===== config.mk =====
export PLATFORM = sky130hd
export DESIGN_NAME = i2s_rx_capture_flat
export DESIGN_NICKNAME = d
export VERILOG_FILES = /design/src/rtl/i2s_rx_capture_pkg.sv /design/src/rtl/i2s_rx_capture_if.sv /design/src/rtl/i2s_rx_capture_pin_sync.sv /design/src/rtl/i2s_rx_capture.sv /design/src/flat_wrapper.sv
export SDC_FILE = /design/constraint.sdc
export NUM_CORES = 1
export LEC_CHECK = 0
export BUFFER_PORTS_ARGS = -buffer_cell sky130_fd_sc_hd__buf_2
export CAP_MARGIN = 40
export CELL_PAD_IN_SITES_DETAIL_PLACEMENT = 1
export CELL_PAD_IN_SITES_GLOBAL_PLACEMENT = 1
export CORE_ASPECT_RATIO = 0.9
export CORE_MARGIN = 2
export CORE_UTILIZATION = 50
export DETAILED_ROUTE_END_ITERATION = 6
export PLACE_DENSITY_LB_ADDON = 0.1
export SETUP_SLACK_MARGIN = 0.05
export SLEW_MARGIN = 20
export SYNTH_ARGS = -nofsm -noshare
export SYNTH_HDL_FRONTEND = slang
export SYNTH_SLANG_ARGS = --single-unit

===== constraint.sdc =====
create_clock -name clk -period 4.11 [get_ports clk]
set_clock_uncertainty 0.2 [all_clocks]
set_input_delay 0.2055 -clock clk [delete_from_list [all_inputs] [get_ports clk]]
set_output_delay 0.2055 -clock clk [all_outputs]
set_load 0.03 [all_outputs]

===== src/rtl/i2s_rx_capture_pkg.sv =====
// Shared constants and FSM encoding for the I2S receive capture block.
package i2s_rx_capture_pkg;

   localparam int   I2S_DATA_W = 24;
   localparam int   I2S_SLOT_W = 32;
   localparam logic LR_LEFT    = 1'b0;

   typedef enum logic [1:0] {
      ST_SEEK  = 2'd0,
      ST_LEFT  = 2'd1,
      ST_RIGHT = 2'd2
   } state_t;

endpackage


===== src/rtl/i2s_rx_capture_if.sv =====
// Stereo frame port. Handshake: the producer raises rx_valid with a stable frame;
// the frame transfers on any clk edge where rx_valid & rx_ready are both high.
interface i2s_rx_capture_if #(
   parameter int DATA_W = 24
) ();

   logic              rx_valid;
   logic              rx_ready;
   logic [DATA_W-1:0] rx_left;
   logic [DATA_W-1:0] rx_right;

   modport master (output rx_valid, output rx_left, output rx_right, input rx_ready);
   modport slave  (input rx_valid, input rx_left, input rx_right, output rx_ready);

endinterface


===== src/rtl/i2s_rx_capture_pin_sync.sv =====
// Synchronises bclk/lrclk/sdata through one shared chain and flags the bclk rising edge.
module i2s_rx_capture_pin_sync #(
   parameter int SYNC_STAGES = 2
) (
   input  logic clk,
   input  logic rst_n,
   input  logic bclk,
   input  logic lrclk,
   input  logic sdata,
   output logic bit_tick,
   output logic lr_s,
   output logic sd_s
);

   // bit 2 = bclk, bit 1 = lrclk, bit 0 = sdata; one chain keeps the three aligned
   logic [SYNC_STAGES-1:0][2:0] chain;
   logic                        bclk_prev;

   always_ff @(posedge clk or negedge rst_n) begin
      if (!rst_n) begin
         chain     <= '0;
         bclk_prev <= 1'b0;
         bit_tick  <= 1'b0;
         lr_s      <= 1'b0;
         sd_s      <= 1'b0;
      end else begin
         chain[0] <= {bclk, lrclk, sdata};
         for (int i = 1; i < SYNC_STAGES; i++) begin
            chain[i] <= chain[i-1];
         end
         bclk_prev <= chain[SYNC_STAGES-1][2];
         bit_tick  <= chain[SYNC_STAGES-1][2] & ~bclk_prev;
         lr_s      <= chain[SYNC_STAGES-1][1];
         sd_s      <= chain[SYNC_STAGES-1][0];
      end
   end

endmodule


===== src/rtl/i2s_rx_capture.sv =====
// I2S receive capture: deserialises 24-bit L/R words from the codec ADC and
// presents completed stereo frames on a valid/ready port with sticky error flags.
module i2s_rx_capture
   import i2s_rx_capture_pkg::*;
#(
   parameter int DATA_W      = I2S_DATA_W,
   parameter int SLOT_W      = I2S_SLOT_W,
   parameter int SYNC_STAGES = 2
) (
   input  logic                    clk,
   input  logic                    rst_n,
   input  logic                    en,
   input  logic                    bclk,
   input  logic                    lrclk,
   input  logic                    sdata,
   i2s_rx_capture_if.master        rx,
   output logic [15:0]             frame_count,
   output logic                    overrun,
   output logic                    frame_err,
   input  logic                    clr_err,
   output state_t                  fsm_state
);

   localparam int                 CNT_W    = $clog2(SLOT_W + 1);
   localparam logic [CNT_W-1:0]   CNT_ONE  = CNT_W'(1);
   localparam logic [CNT_W-1:0]   CNT_DATA = CNT_W'(DATA_W);
   localparam logic [CNT_W-1:0]   CNT_LAST = CNT_W'(DATA_W - 1);
   localparam logic [CNT_W-1:0]   CNT_SLOT = CNT_W'(SLOT_W);

   logic              bit_tick;
   logic              lr_s;
   logic              sd_s;
   logic              lr_prev;
   logic              lr_chg;
   logic [CNT_W-1:0]  bit_cnt;
   logic [DATA_W-1:0] shift_q;
   logic [DATA_W-1:0] shift_in;
   logic [DATA_W-1:0] left_word;
   logic              word_full;
   state_t            state_q;
   state_t            state_d;
   logic              latch_left;
   logic              commit;
   logic              new_err;
   logic              valid_q;
   logic [DATA_W-1:0] left_q;
   logic [DATA_W-1:0] right_q;

   i2s_rx_capture_pin_sync #(
      .SYNC_STAGES (SYNC_STAGES)
   ) u_pin_sync (
      .clk      (clk),
      .rst_n    (rst_n),
      .bclk     (bclk),
      .lrclk    (lrclk),
      .sdata    (sdata),
      .bit_tick (bit_tick),
      .lr_s     (lr_s),
      .sd_s     (sd_s)
   );

   assign lr_chg    = (lr_s != lr_prev);
   assign shift_in  = {shift_q[DATA_W-2:0], sd_s};
   assign word_full = (bit_cnt >= CNT_DATA);

   assign rx.rx_valid = valid_q;
   assign rx.rx_left  = left_q;
   assign rx.rx_right = right_q;
   assign fsm_state   = state_q;

   always_ff @(posedge clk or negedge rst_n) begin
      if (!rst_n) begin
         state_q <= ST_SEEK;
      end else begin
         state_q <= state_d;
      end
   end

   // A slot boundary is only legal once the outgoing word has all DATA_W bits.
   always_comb begin
      state_d    = state_q;
      latch_left = 1'b0;
      commit     = 1'b0;
      new_err    = 1'b0;
      if (!en) begin
         state_d = ST_SEEK;
      end else if (bit_tick) begin
         case (state_q)
            ST_SEEK: begin
               if (lr_chg && (lr_s == LR_LEFT)) state_d = ST_LEFT;
            end
            ST_LEFT: begin
               if (lr_chg) begin
                  if (word_full) begin
                     state_d    = ST_RIGHT;
                     latch_left = 1'b1;
                  end else begin
                     state_d = ST_SEEK;
                     new_err = 1'b1;
                  end
               end
            end
            ST_RIGHT: begin
               if (lr_chg) begin
                  if (word_full) begin
                     state_d = ST_LEFT;
                  end else begin
                     state_d = ST_SEEK;
                     new_err = 1'b1;
                  end
               end else if (bit_cnt == CNT_LAST) begin
                  commit = 1'b1;
               end
            end
            default: state_d = ST_SEEK;
         endcase
      end
   end

   // The lr_chg tick is the I2S delay slot: it restarts the count and shifts nothing.
   always_ff @(posedge clk or negedge rst_n) begin
      if (!rst_n) begin
         lr_prev <= 1'b0;
         bit_cnt <= '0;
         shift_q <= '0;
      end else if (bit_tick) begin
         lr_prev <= lr_s;
         if (lr_chg) begin
            bit_cnt <= '0;
         end else begin
            if (bit_cnt < CNT_SLOT) bit_cnt <= bit_cnt + CNT_ONE;
            if (bit_cnt < CNT_DATA) shift_q <= shift_in;
         end
      end
   end

   always_ff @(posedge clk or negedge rst_n) begin
      if (!rst_n) begin
         left_word   <= '0;
         valid_q     <= 1'b0;
         left_q      <= '0;
         right_q     <= '0;
         frame_count <= '0;
         overrun     <= 1'b0;
         frame_err   <= 1'b0;
      end else begin
         if (latch_left) left_word <= shift_q;
         if (commit) begin
            valid_q     <= 1'b1;
            left_q      <= left_word;
            right_q     <= shift_in;
            frame_count <= frame_count + 16'd1;
         end else if (valid_q && rx.rx_ready) begin
            valid_q <= 1'b0;
         end
         // a same-cycle accept frees the register, so that commit is not an overrun
         overrun   <= (overrun & ~clr_err) | (commit & valid_q & ~rx.rx_ready);
         frame_err <= (frame_err & ~clr_err) | new_err;
      end
   end

endmodule


===== src/flat_wrapper.sv =====
// flat-port wrapper written by rule: the top's interface ports become plain ports
module i2s_rx_capture_flat import i2s_rx_capture_pkg::*;
#(
   parameter int DATA_W      = I2S_DATA_W,
   parameter int SLOT_W      = I2S_SLOT_W,
   parameter int SYNC_STAGES = 2
)
  (clk, rst_n, en, bclk, lrclk, sdata, frame_count, overrun, frame_err, clr_err, fsm_state, rx_rx_valid, rx_rx_left, rx_rx_right, rx_rx_ready);
  i2s_rx_capture_if #(.DATA_W(DATA_W)) rx_i ();
  input  logic clk;
  input  logic rst_n;
  input  logic en;
  input  logic bclk;
  input  logic lrclk;
  input  logic sdata;
  output logic [15:0] frame_count;
  output logic overrun;
  output logic frame_err;
  input  logic clr_err;
  output state_t fsm_state;
  output wire logic [$bits(rx_i.rx_valid)-1:0] rx_rx_valid;
  output wire logic [$bits(rx_i.rx_left)-1:0] rx_rx_left;
  output wire logic [$bits(rx_i.rx_right)-1:0] rx_rx_right;
  input wire logic [$bits(rx_i.rx_ready)-1:0] rx_rx_ready;
  assign rx_rx_valid = rx_i.rx_valid;
  assign rx_rx_left = rx_i.rx_left;
  assign rx_rx_right = rx_i.rx_right;
  assign rx_i.rx_ready = rx_rx_ready;
  i2s_rx_capture #(.DATA_W(DATA_W), .SLOT_W(SLOT_W), .SYNC_STAGES(SYNC_STAGES)) u_core (.clk(clk), .rst_n(rst_n), .en(en), .bclk(bclk), .lrclk(lrclk), .sdata(sdata), .rx(rx_i), .frame_count(frame_count), .overrun(overrun), .frame_err(frame_err), .clr_err(clr_err), .fsm_state(fsm_state));
endmodule

Word-level counts from Yosys, hierarchy flattened
Index checks and enable logic that the tools add are counted.
{"block": "classes", "add_sub_neg": 2, "n_lt_le_gt_ge": 3, "n_eq_ne": 8, "n_mux": 27, "n_bitwise": 12, "reduce_logical": 9}
{"operator": "$mux 1", "n": 18}
{"operator": "$add 16x1->16 const B", "n": 1}
{"operator": "$mux 2", "n": 6}
{"operator": "$mux 6", "n": 2}
{"operator": "$ne 3x2->1 const B", "n": 3}
{"operator": "$add 6x1->6 const B", "n": 1}
{"operator": "$eq 6x5->1 const B", "n": 1}
{"operator": "$ge 6x5->1 const B", "n": 1}
{"operator": "$lt 6x5->1 const B", "n": 1}
{"operator": "$lt 6x6->1 const B", "n": 1}
{"operator": "$pmux 2 s3", "n": 1}
{"operator": "$and 1x1->1", "n": 5}
{"operator": "$not 1->1", "n": 5}
{"operator": "$reduce_and 4->1", "n": 1}
{"operator": "$reduce_bool 2->1", "n": 2}
{"operator": "$reduce_and 3->1", "n": 1}
{"operator": "$eq 2x1->1 const B", "n": 1}
{"operator": "$eq 2x2->1 const B", "n": 1}
{"operator": "$logic_and 1x1->1", "n": 2}
{"operator": "$logic_not 2->1", "n": 1}
{"operator": "$ne 2x1->1 const B", "n": 1}
{"operator": "$or 1x1->1", "n": 2}
{"operator": "$reduce_and 2->1", "n": 1}
{"operator": "$reduce_or 2->1", "n": 1}
{"operator": "$ne 1x1->1", "n": 1}
{"block": "word_totals", "reg_bits": 134, "inputBits": 8, "output_inout_bits": 69, "word_cells": 78}

Depth between registers and ports, before layout
Gate-level depths: netlist of the first run.
{"block": "logic_depth", "word_depth": 9, "ltp_mapped": 8, "ltp_nobuf": 6}

By module
A second synthesis of the first run with hierarchy kept.
{"block": "hier_totals", "hier_cells": 342, "hier_area_um2": 5267.6}
{"module": "i2s_rx_capture", "n_inst": 1, "cells_per_inst": 331, "area_each_um2": 5003.5, "seq_area_each_um2": 3103.0}
{"module": "i2s_rx_capture_pin_sync", "n_inst": 1, "cells_per_inst": 11, "area_each_um2": 264.0, "seq_area_each_um2": 250.2}

Worst setup path before layout of the first run
Ideal clock, no wire load.
{"block": "synth_path", "kind": "register -> register", "startpoint": "reg u_core.state_q[0] (netlist: u_core.fsm_state[0])", "endpoint": "reg u_core.left_q[23] (netlist: u_core.rx.rx_left[23])", "setup_time_ns": 0.125, "t_arrival_ns": 1.880, "t_required_ns": 3.785, "slack_ns": 1.905, "stages_incl_launch_ff": 8, "path_buffers": 2, "synth_period_minus_slack_ns": 2.205, "path_cell_list": "dfrtp_1 -> inv_1 -> ha_1 -> nand4b_2 -> nor3_2 -> buf_4 -> buf_4 -> mux2_2"}
{"block": "synth_between", "elab_chain_cells": 4}
{"item": "start, declared", "line": "i2s_rx_capture.sv:40", "source": "state_t state_q;"}
{"item": "start signal, assigned", "line": "i2s_rx_capture.sv:75", "source": "state_q <= state_d;"}
{"item": "$eq 2x2->1", "line": "i2s_rx_capture.sv:88", "source": "case (state_q)"}
{"item": "$mux 1", "line": "i2s_rx_capture.sv:88"}
{"item": "$mux 1", "line": "i2s_rx_capture.sv:87", "source": "end else if (bit_tick) begin"}
{"item": "$mux 1", "line": "i2s_rx_capture.sv:85", "source": "if (!en) begin"}
{"item": "end signal, assigned", "line": "i2s_rx_capture.sv:150", "source": "left_q <= left_word;"}
{"item": "end, declared", "line": "i2s_rx_capture.sv:46", "source": "logic [DATA_W-1:0] left_q;"}
Every way passes these cells.
A chain may end at the register's enable or synchronous reset.

Final worst setup path of the first run
{"block": "layout_path", "startpoint": "reg u_core.state_q[0] (netlist: u_core.fsm_state[0])", "endpoint": "reg u_core.left_q[12] (netlist: u_core.rx.rx_left[12])"}
Same word-level chain as after synthesis.

==> results of run 1 <==
-- area by class of cell --
| class | instances | area share |
|---|---|---|
| tap | 129 | 0.02514 |
| inverter | 8 | 0.004677 |
| multi-input combinational | 188 | 0.2757 |
| clock inverter | 11 | 0.01929 |
| clock buffer | 21 | 0.07482 |
| sequential | 134 | 0.5222 |
| timing repair buffer | 89 | 0.07814 |
-- report_power, final --
group	internal [mW]	switching [mW]	leakage, nW
registers	1.38	0.0661	1.83
clock network	0.956	0.551	0.291
logic	0.0673	0.0706	1.31
-- cells in the mapped netlist, drive strengths merged --
| cell type | count |
|---|---|
| and3 | 3 |
| nor3 | 1 |
| ha | 7 |
| inv | 8 |
| nand3b | 1 |
| a41oi | 1 |
| a21boi | 2 |
| a21o | 3 |
| and4 | 2 |
| a32o | 2 |
| o21ai | 4 |
| xnor2 | 13 |
| nand2 | 10 |
| o31ai | 1 |
| nand4 | 7 |
| clkbuf | 1 |
| o2bb2ai | 2 |
| buf | 11 |
| nand4b | 2 |
| dfrtp | 134 |
| a211oi | 1 |
| nor2b | 2 |
| a21oi | 2 |
| xor2 | 2 |
| mux2i | 1 |
| or3 | 2 |
| a31oi | 1 |
| nor4 | 3 |
| nand3 | 9 |
| a22o | 1 |
| a22oi | 1 |
| mux2 | 98 |
| nand2b | 1 |
| and2 | 1 |
| nor2 | 2 |
-- cells by family after synthesis --
logic type	after synthesis
buffers and inverters	20
AO/OA/AOI/OAI	21
flip-flops	134
AND/OR/NAND/NOR	46
XOR/XNOR	15
adder cells (fa/ha/maj)	7
multiplexers	99
-- registers in the layout (all words and copies together) (netlist names) --
name	cells
u_core.frame_count	16
u_core.overrun	1
u_core.u_pin_sync.bclk_prev	1
u_core.rx.rx_valid	1
u_core.shift_q	24
u_core.u_pin_sync.bit_tick	1
u_core.u_pin_sync.chain	6
u_core.bit_cnt	6
u_core.lr_prev	1
u_core.fsm_state	2
u_core.u_pin_sync.sd_s	1
u_core.rx.rx_right	24
u_core.left_word	24
u_core.rx.rx_left	24
u_core.frame_err	1
u_core.u_pin_sync.lr_s	1
-- stage by stage --
stage,hold slack (ns),total power [mW]
3_5_place_dp,-0.06476,1.600
2_1_floorplan,-0.2901,1.525
5_1_grt,0.09602,3.211
3_3_place_gp,-0.06673,1.588
4_1_cts,0.06920,3.123
6_report,0.06338,3.089
-- worst max-delay path: stages, from the launching register on --
cell and delay (ns):
sky130_fd_sc_hd__dfrtp_1 0.42, sky130_fd_sc_hd__inv_1 0.11, sky130_fd_sc_hd__ha_1 0.22, sky130_fd_sc_hd__nand4b_2 0.20, sky130_fd_sc_hd__nor3_4 0.21, sky130_fd_sc_hd__buf_4 0.44, sky130_fd_sc_hd__mux2_2 0.40
-- path summary, 6_finish.rpt --
check	start	endpoint	depth (start not counted)
max in group asynchronous	rst_n	u_core.rx.rx_left[4]	3
max reg2reg	u_core.fsm_state[0]	u_core.rx.rx_left[12]	6
max	u_core.fsm_state[0]	u_core.rx.rx_left[12]	6
min in group clk	u_core.u_pin_sync.chain[3]	u_core.u_pin_sync.sd_s	0
min	rst_n	u_core.frame_count[9]	2
min reg2reg	u_core.u_pin_sync.chain[3]	u_core.u_pin_sync.sd_s	0
-- routing by layer --
layer,part of all wire,vias up,wire length (um)
li1,-,1418,-
met1,0.44,1586,4606
met4,0.013,0,134
met2,0.51,60,5249
met5,0,-,0
met3,0.036,15,371
-- repair_timing --
action,CTS,global route
endpoints found under the setup margin,0,0
hold endpoints to repair,47,0
hold buffers,7,0
==> results.md, run 1 <==
* Post-Synth XOR/XNOR Area: 0.02517
* run status: finished, final reports clean
* H-tree depth: 4
* # diodes: 0
* aggregate routed wire length: 10360 um
* area of placed instances: 5747 um2
* mapped cell area: 5220 um2
* data arrival time at the worst-slack endpoint: 2.44 ns
* PostCTS Resize Cnt: 0
* Port Buffers: 76
* Final min period: 2.351 ns
* buffers inserted by post-CTS timing repair: 0
* global-route wire length before repair: 17430 um
* FF-to-FF setup slack: 1.76 ns
* number of warnings printed during yosys synthesis: 0
* final non-filler cell total: 580
* number of distinct library cell variants in the gate-level netlist after synthesis: 39
* clock tree from TritonCTS: yes
* width of the die: 111.7 um
* met1 capacity usage during global routing: 0.2517
* power density over the cells: 481.1 nW/um2
* global-route congestion overflow total: 0
* most used routing layer: met2
* Setup TNS Final: 0 ns
* initial antenna violation count: 0
* largest area contributor in the synthesized netlist: sky130_fd_sc_hd__dfrtp_1
* category of the worst setup path launch point: flop
* share of post-route cells with drive strength above 1: 0.4789
* number of instances in the synthesized netlist: 342
* DIE AREA: 11270 um2
* standard cell core area: 10200 um2
* sum of net half-perimeters after detailed placement: 6531 um
* maximum vdd drop: 300.3 uV
* clock-pin slew of the registers on the worst-case setup and hold paths: 0.06 ns
* post-placement cell count: 541
* RD Place Congestion: 0.7489
* leakage power summed over all cells: 3.439 nW
* CTS sink cnt: 134
* floorplan die height: 100.9 um
* starting utilization of the core area: 0.5116
* dominant combinational cell family by area after synthesis: multiplexers
* post-route standard cell area excluding fillers: 6421 um2
* portion of netlist area occupied by mux cells: 0.2133
* leading cell type in the layout, fill and taps excluded: sky130_fd_sc_hd__dfrtp_1
* category of the critical setup timing path: flop to flop
* Achievable Freq: 0.4254 GHz
* setup slack at placement: 1.756 ns
* crit-path max FO: 35
* synthesized netlist net count: 357
* area fraction in compound gates after synthesis: 0.02900
* Util after Layout: 0.6293
* number of I/O pins: 77
* GRT Util Overall: 0.2013
* Simple-Gate Fraction of Synth Area: 0.05369
* measured slew at the worst slew-check pin: 0.5854 ns
* Seq cells post-synth: 134
* final critical-path share of the clock period: 0.5720
* leading post-synthesis cells by cell area: sky130_fd_sc_hd__dfrtp_1 (64%), sky130_fd_sc_hd__mux2_2 (21%), sky130_fd_sc_hd__xnor2_1 (2.2%)
* remaining number of nets flagged by the antenna check after routing: 0
* number of iterations in the first detailed-routing pass: 4
* via count of the first global-routing pass: 3338
* register cell area after layout: 3353 um2
* classification of the worst-slack hold path: primary input to asynchronous set/reset pin
* final net count: 453
* site row count: 35
* most frequent cells in the layout: sky130_fd_sc_hd__dfrtp_1 (134), sky130_fd_sc_hd__mux2_2 (98), sky130_fd_sc_hd__buf_2 (75), sky130_fd_sc_hd__clkbuf_16 (17), sky130_fd_sc_hd__xnor2_1 (13)
* DR vias: 3079
* Setup-failing EPs final: 0
* Inserted Clock Buffers: 17
* critical path required time: 4.20 ns
* area fraction of the dominant cell type after synthesis: 0.6424
* adder-cell area share of the yosys netlist: 0.01678
* number of fill cells in the layout: 978
* met3 Track Usage GR: 0.05773
* number of pins exceeding their max-slew limit in the final report: 0
* total of max-cap violations: 0
* count of unresolved DRC violations after routing: 0
* hold violation count in the final report: 0
* sort of element at the end of the critical path: flop
* cell at the root of the clock tree: sky130_fd_sc_hd__clkbuf_16
* Max Root-Sink Buffers: 2
* slew margin rel.: 0.6097
* maximum number of pins on one net before global-route repair: 50
* post-route setup slack: 1.759 ns
* post-synthesis area per instance: 15.26 um2
* GRT met2 Usage: 0.3357
* area grow syn2layout: 23.01%
* vias per cell: 5.309
* clock latency on the worst-skew pair: 0.41 ns
* share of the yosys chip area belonging to registers: 0.6424
* total area of multi-input combinational cells: 1770 um2
* iteration-0 DRC count of the detailed router: 120
* unrepaired setup endpoints after global routing: false
* average detailed-routed wire length per instance: 17.86 um
Power figures use the tool's default switching activity.
==> run 2, diff against run 1 <==
--- a/config.mk
+++ b/config.mk
@@ -11,7 +11,7 @@
 export CELL_PAD_IN_SITES_GLOBAL_PLACEMENT = 1
 export CORE_ASPECT_RATIO = 0.9
 export CORE_MARGIN = 2
-export CORE_UTILIZATION = 50
+export CORE_UTILIZATION = 42
 export DETAILED_ROUTE_END_ITERATION = 6
 export PLACE_DENSITY_LB_ADDON = 0.1
 export SETUP_SLACK_MARGIN = 0.05
==> constraint.sdc (replaced) <==
create_clock -name clk -period 2 [get_ports clk]
set_clock_uncertainty 0.2 [all_clocks]
set_input_delay 0.1 -clock clk [delete_from_list [all_inputs] [get_ports clk]]
set_output_delay 0.1 -clock clk [all_outputs]
set_load 0.03 [all_outputs]
==> run 2 against run 1 <==
Net effect: the run now ends with setup timing left; hold slack worse by 0.046 ns; sequential power increased by 100%; critical path depth unchanged; combinational power grew to 2.7 times the previous value; register-to-register slack got worse by 1.8 ns; cell area is 11% higher; largest power group unchanged; first-iteration DRC count increased by 38%.
==> results.md, run 2 (synthesis gave the netlist of run 1 again) <==
* area grow syn2layout: 36.29%
* clock-pin slew of the registers on the worst-case setup and hold paths: 0.06 ns, about the same
* Setup-failing EPs final: 23, +23
* Port Buffers: 76, unchanged
* Met2 Wirelength: 5698 um, +8.6%
* failing checks: setup timing
* power share of the sequential group: 0.465, -0.003
* Util after Layout: 0.5891, -0.04021
* clock tree from TritonCTS: yes
* global-route congestion overflow total: 0, unchanged
* floorplan die height: 109.8 um, +8.7%
* site row count: 38, +8.6%
* total of max-cap violations: 0, unchanged
* run status: complete, but fails checks
* Overall Power: 6.349 mW, +110%
* unrepaired setup endpoints after global routing: true
* sum of met3 wire segment lengths after detailed routing: 439 um, +18%
* worst hold slack after final layout: 0.01702 ns, -0.04636 ns
* maximum number of pins on one net before global-route repair: 62, +24%
* post-placement cell count: 594, +9.8%
* number of fill cells in the layout: 1178, +20%
* leakage power summed over all cells: 3.750 nW, +9.1%
* critical path required time: 2.10 ns, -2.10 ns
* classification of the worst-slack hold path: primary input to asynchronous set/reset pin
* final non-filler cell total: 642, +11%
* # diodes: 0, unchanged
* slew margin rel.: 0.6269, +0.01720
* Comb power frac: 0.059, +0.014
* standard cell core area: 12080 um2, +18%
* Sw Share: 0.2303, +0.007775
* Internal Pwr Total: 4.887 mW, +100%
* power density over the cells: 892.4 nW/um2, +85%
* most frequent cells in the layout: sky130_fd_sc_hd__dfrtp_1 (132), sky130_fd_sc_hd__buf_2 (75), sky130_fd_sc_hd__mux2_2 (53), sky130_fd_sc_hd__mux2_4 (45), sky130_fd_sc_hd__buf_4 (24)
* maximum vdd drop: 600.0 uV, +100%
* iteration-0 DRC count of the detailed router: 165, +38%
* starting utilization of the core area: 0.4322, -0.07935
* leading cell type in the layout, fill and taps excluded: sky130_fd_sc_hd__dfrtp_1
* initial antenna violation count: 0, unchanged
* RD Place Congestion: 0.8170, +9.1%
* width of the die: 121.5 um, +8.8%
* via count of the first global-routing pass: 3532, +5.8%
* aggregate routed wire length: 11770 um, +14%
* vias per cell: 5.050, -4.9%
* Achievable Freq: 0.4954 GHz, +16%
* cell at the root of the clock tree: sky130_fd_sc_hd__clkbuf_16
* crit-path max FO: 16, -54%
* Max Root-Sink Buffers: 2, unchanged
* DR vias: 3242, +5.3%
* share of total power in the clock network: 0.477, -0.011
* remaining number of nets flagged by the antenna check after routing: 0, unchanged
* Inserted Clock Buffers: 17, unchanged
* clock latency on the worst-skew pair: 0.42 ns, about the same
* final critical-path share of the clock period: 1.009, +0.4373
* post-route setup slack: -0.01859 ns, -1.778 ns
* sort of element at the end of the critical path: flop
* number of pins exceeding their max-slew limit in the final report: 0, unchanged
* WL met1: 5391 um, +17%
* Final min period: 2.019 ns, -0.3324 ns
* setup slack at placement: -0.1302 ns, -1.886 ns
* DR top layer: met4
* average detailed-routed wire length per instance: 18.33 um, +2.6%
* post-route standard cell area excluding fillers: 7114 um2, +11%
* DIE AREA: 13340 um2, +18%
* Setup TNS Final: -0.2446 ns, -0.2446 ns
* area of placed instances: 6125 um2, +6.6%
* GRT Util Overall: 0.1918, -0.009531
* data arrival time at the worst-slack endpoint: 2.11 ns, -0.33 ns
* hold violation count in the final report: 0, unchanged
* number of iterations in the first detailed-routing pass: 4, unchanged
* category of the critical setup timing path: flop to flop
* H-tree depth: 4, unchanged
* CTS sink cnt: 134, unchanged
* category of the worst setup path launch point: flop
* measured slew at the worst slew-check pin: 0.5596 ns, -0.02580 ns
* global-route wire length before repair: 18890 um, +8.4%
* final net count: 484, +6.8%
* share of post-route cells with drive strength above 1: 0.5477, +0.06878
* count of unresolved DRC violations after routing: 0, unchanged
* number of I/O pins: 77, unchanged
* sum of net half-perimeters after detailed placement: 6945 um, +6.3%
* switching power of the nets: 1.462 mW, +110%
## run 2: changes by cell type in the layout (fill, tap and decap cells not counted), moves of 4 or more
cell	before	now
sky130_fd_sc_hd__mux2_2	98	53
sky130_fd_sc_hd__buf_12	0	5
sky130_fd_sc_hd__buf_4	6	24
sky130_fd_sc_hd__buf_6	1	5
sky130_fd_sc_hd__nand3_1	9	3
sky130_fd_sc_hd__nand3_2	0	5
sky130_fd_sc_hd__mux2_4	0	45
## run 2: power by group through the flow
stage | clock, mW | sequential (mW) | combinational (mW)
6_report | 3.03 | 2.95 | 0.374
5_1_grt | 3.23 | 2.97 | 0.420
4_1_cts | 3.10 | 2.95 | 0.375
3_5_place_dp | 0 | 3.00 | 0.353
3_3_place_gp | 0 | 2.99 | 0.341
2_1_floorplan | 0 | 2.97 | 0.183
## run 2: area by class of cell
cell class                 instances  area, um2  share of cell area
clock buffer                      20      446.7             0.06279
clock inverter                    12      130.1             0.01829
inverter                           8      30.03            0.004221
multi-input combinational        188       2062              0.2898
sequential                       134       3356              0.4717
tap                              160      200.2             0.02814
timing repair buffer             120      889.6              0.1250
## run 2: path summary, 6_finish.rpt
check | slack (ns) | depth (start not counted) | from | endpoint
max | -0.02 | 6 | u_core.lr_prev | u_core.rx.rx_right[3]
min | 0.02 | 2 | rst_n | u_core.frame_count[13]
max reg2reg | -0.02 | 6 | u_core.lr_prev | u_core.rx.rx_right[3]
min reg2reg | 0.15 | 0 | u_core.u_pin_sync.chain[3] | u_core.u_pin_sync.sd_s
max in group asynchronous | 0.88 | 3 | rst_n | u_core.rx.rx_right[12]
min in group clk | 0.13 | 2 | lrclk | u_core.u_pin_sync.chain[1]
## run 2: timing repair
item | in CTS | in global routing
endpoints found under the setup margin | 82 | 87
pin swaps | 3 | 4
gates cloned | 3 | 1
gates resized for setup | 27 | 26
endpoints found under the hold margin | 142 | 0
hold buffers | 7 | 0
setup buffers | 3 | 2
## run 2: worst max-delay path, cell delays in order (launching register included)
cell and delay [ns]:
sky130_fd_sc_hd__dfrtp_1 0.40, sky130_fd_sc_hd__ha_4 0.28, sky130_fd_sc_hd__nand3b_1 0.14, sky130_fd_sc_hd__nor3_4 0.19, sky130_fd_sc_hd__buf_6 0.15, sky130_fd_sc_hd__buf_12 0.19
sky130_fd_sc_hd__mux2_2 0.35
## run 2: metal layers
metal | vias to the layer above | track usage
met2 | 67 | 0.3126
met5 | - | 0
met1 | 1681 | 0.2418
li1 | 1478 | -
met4 | 0 | 0.08128
met3 | 16 | 0.05446
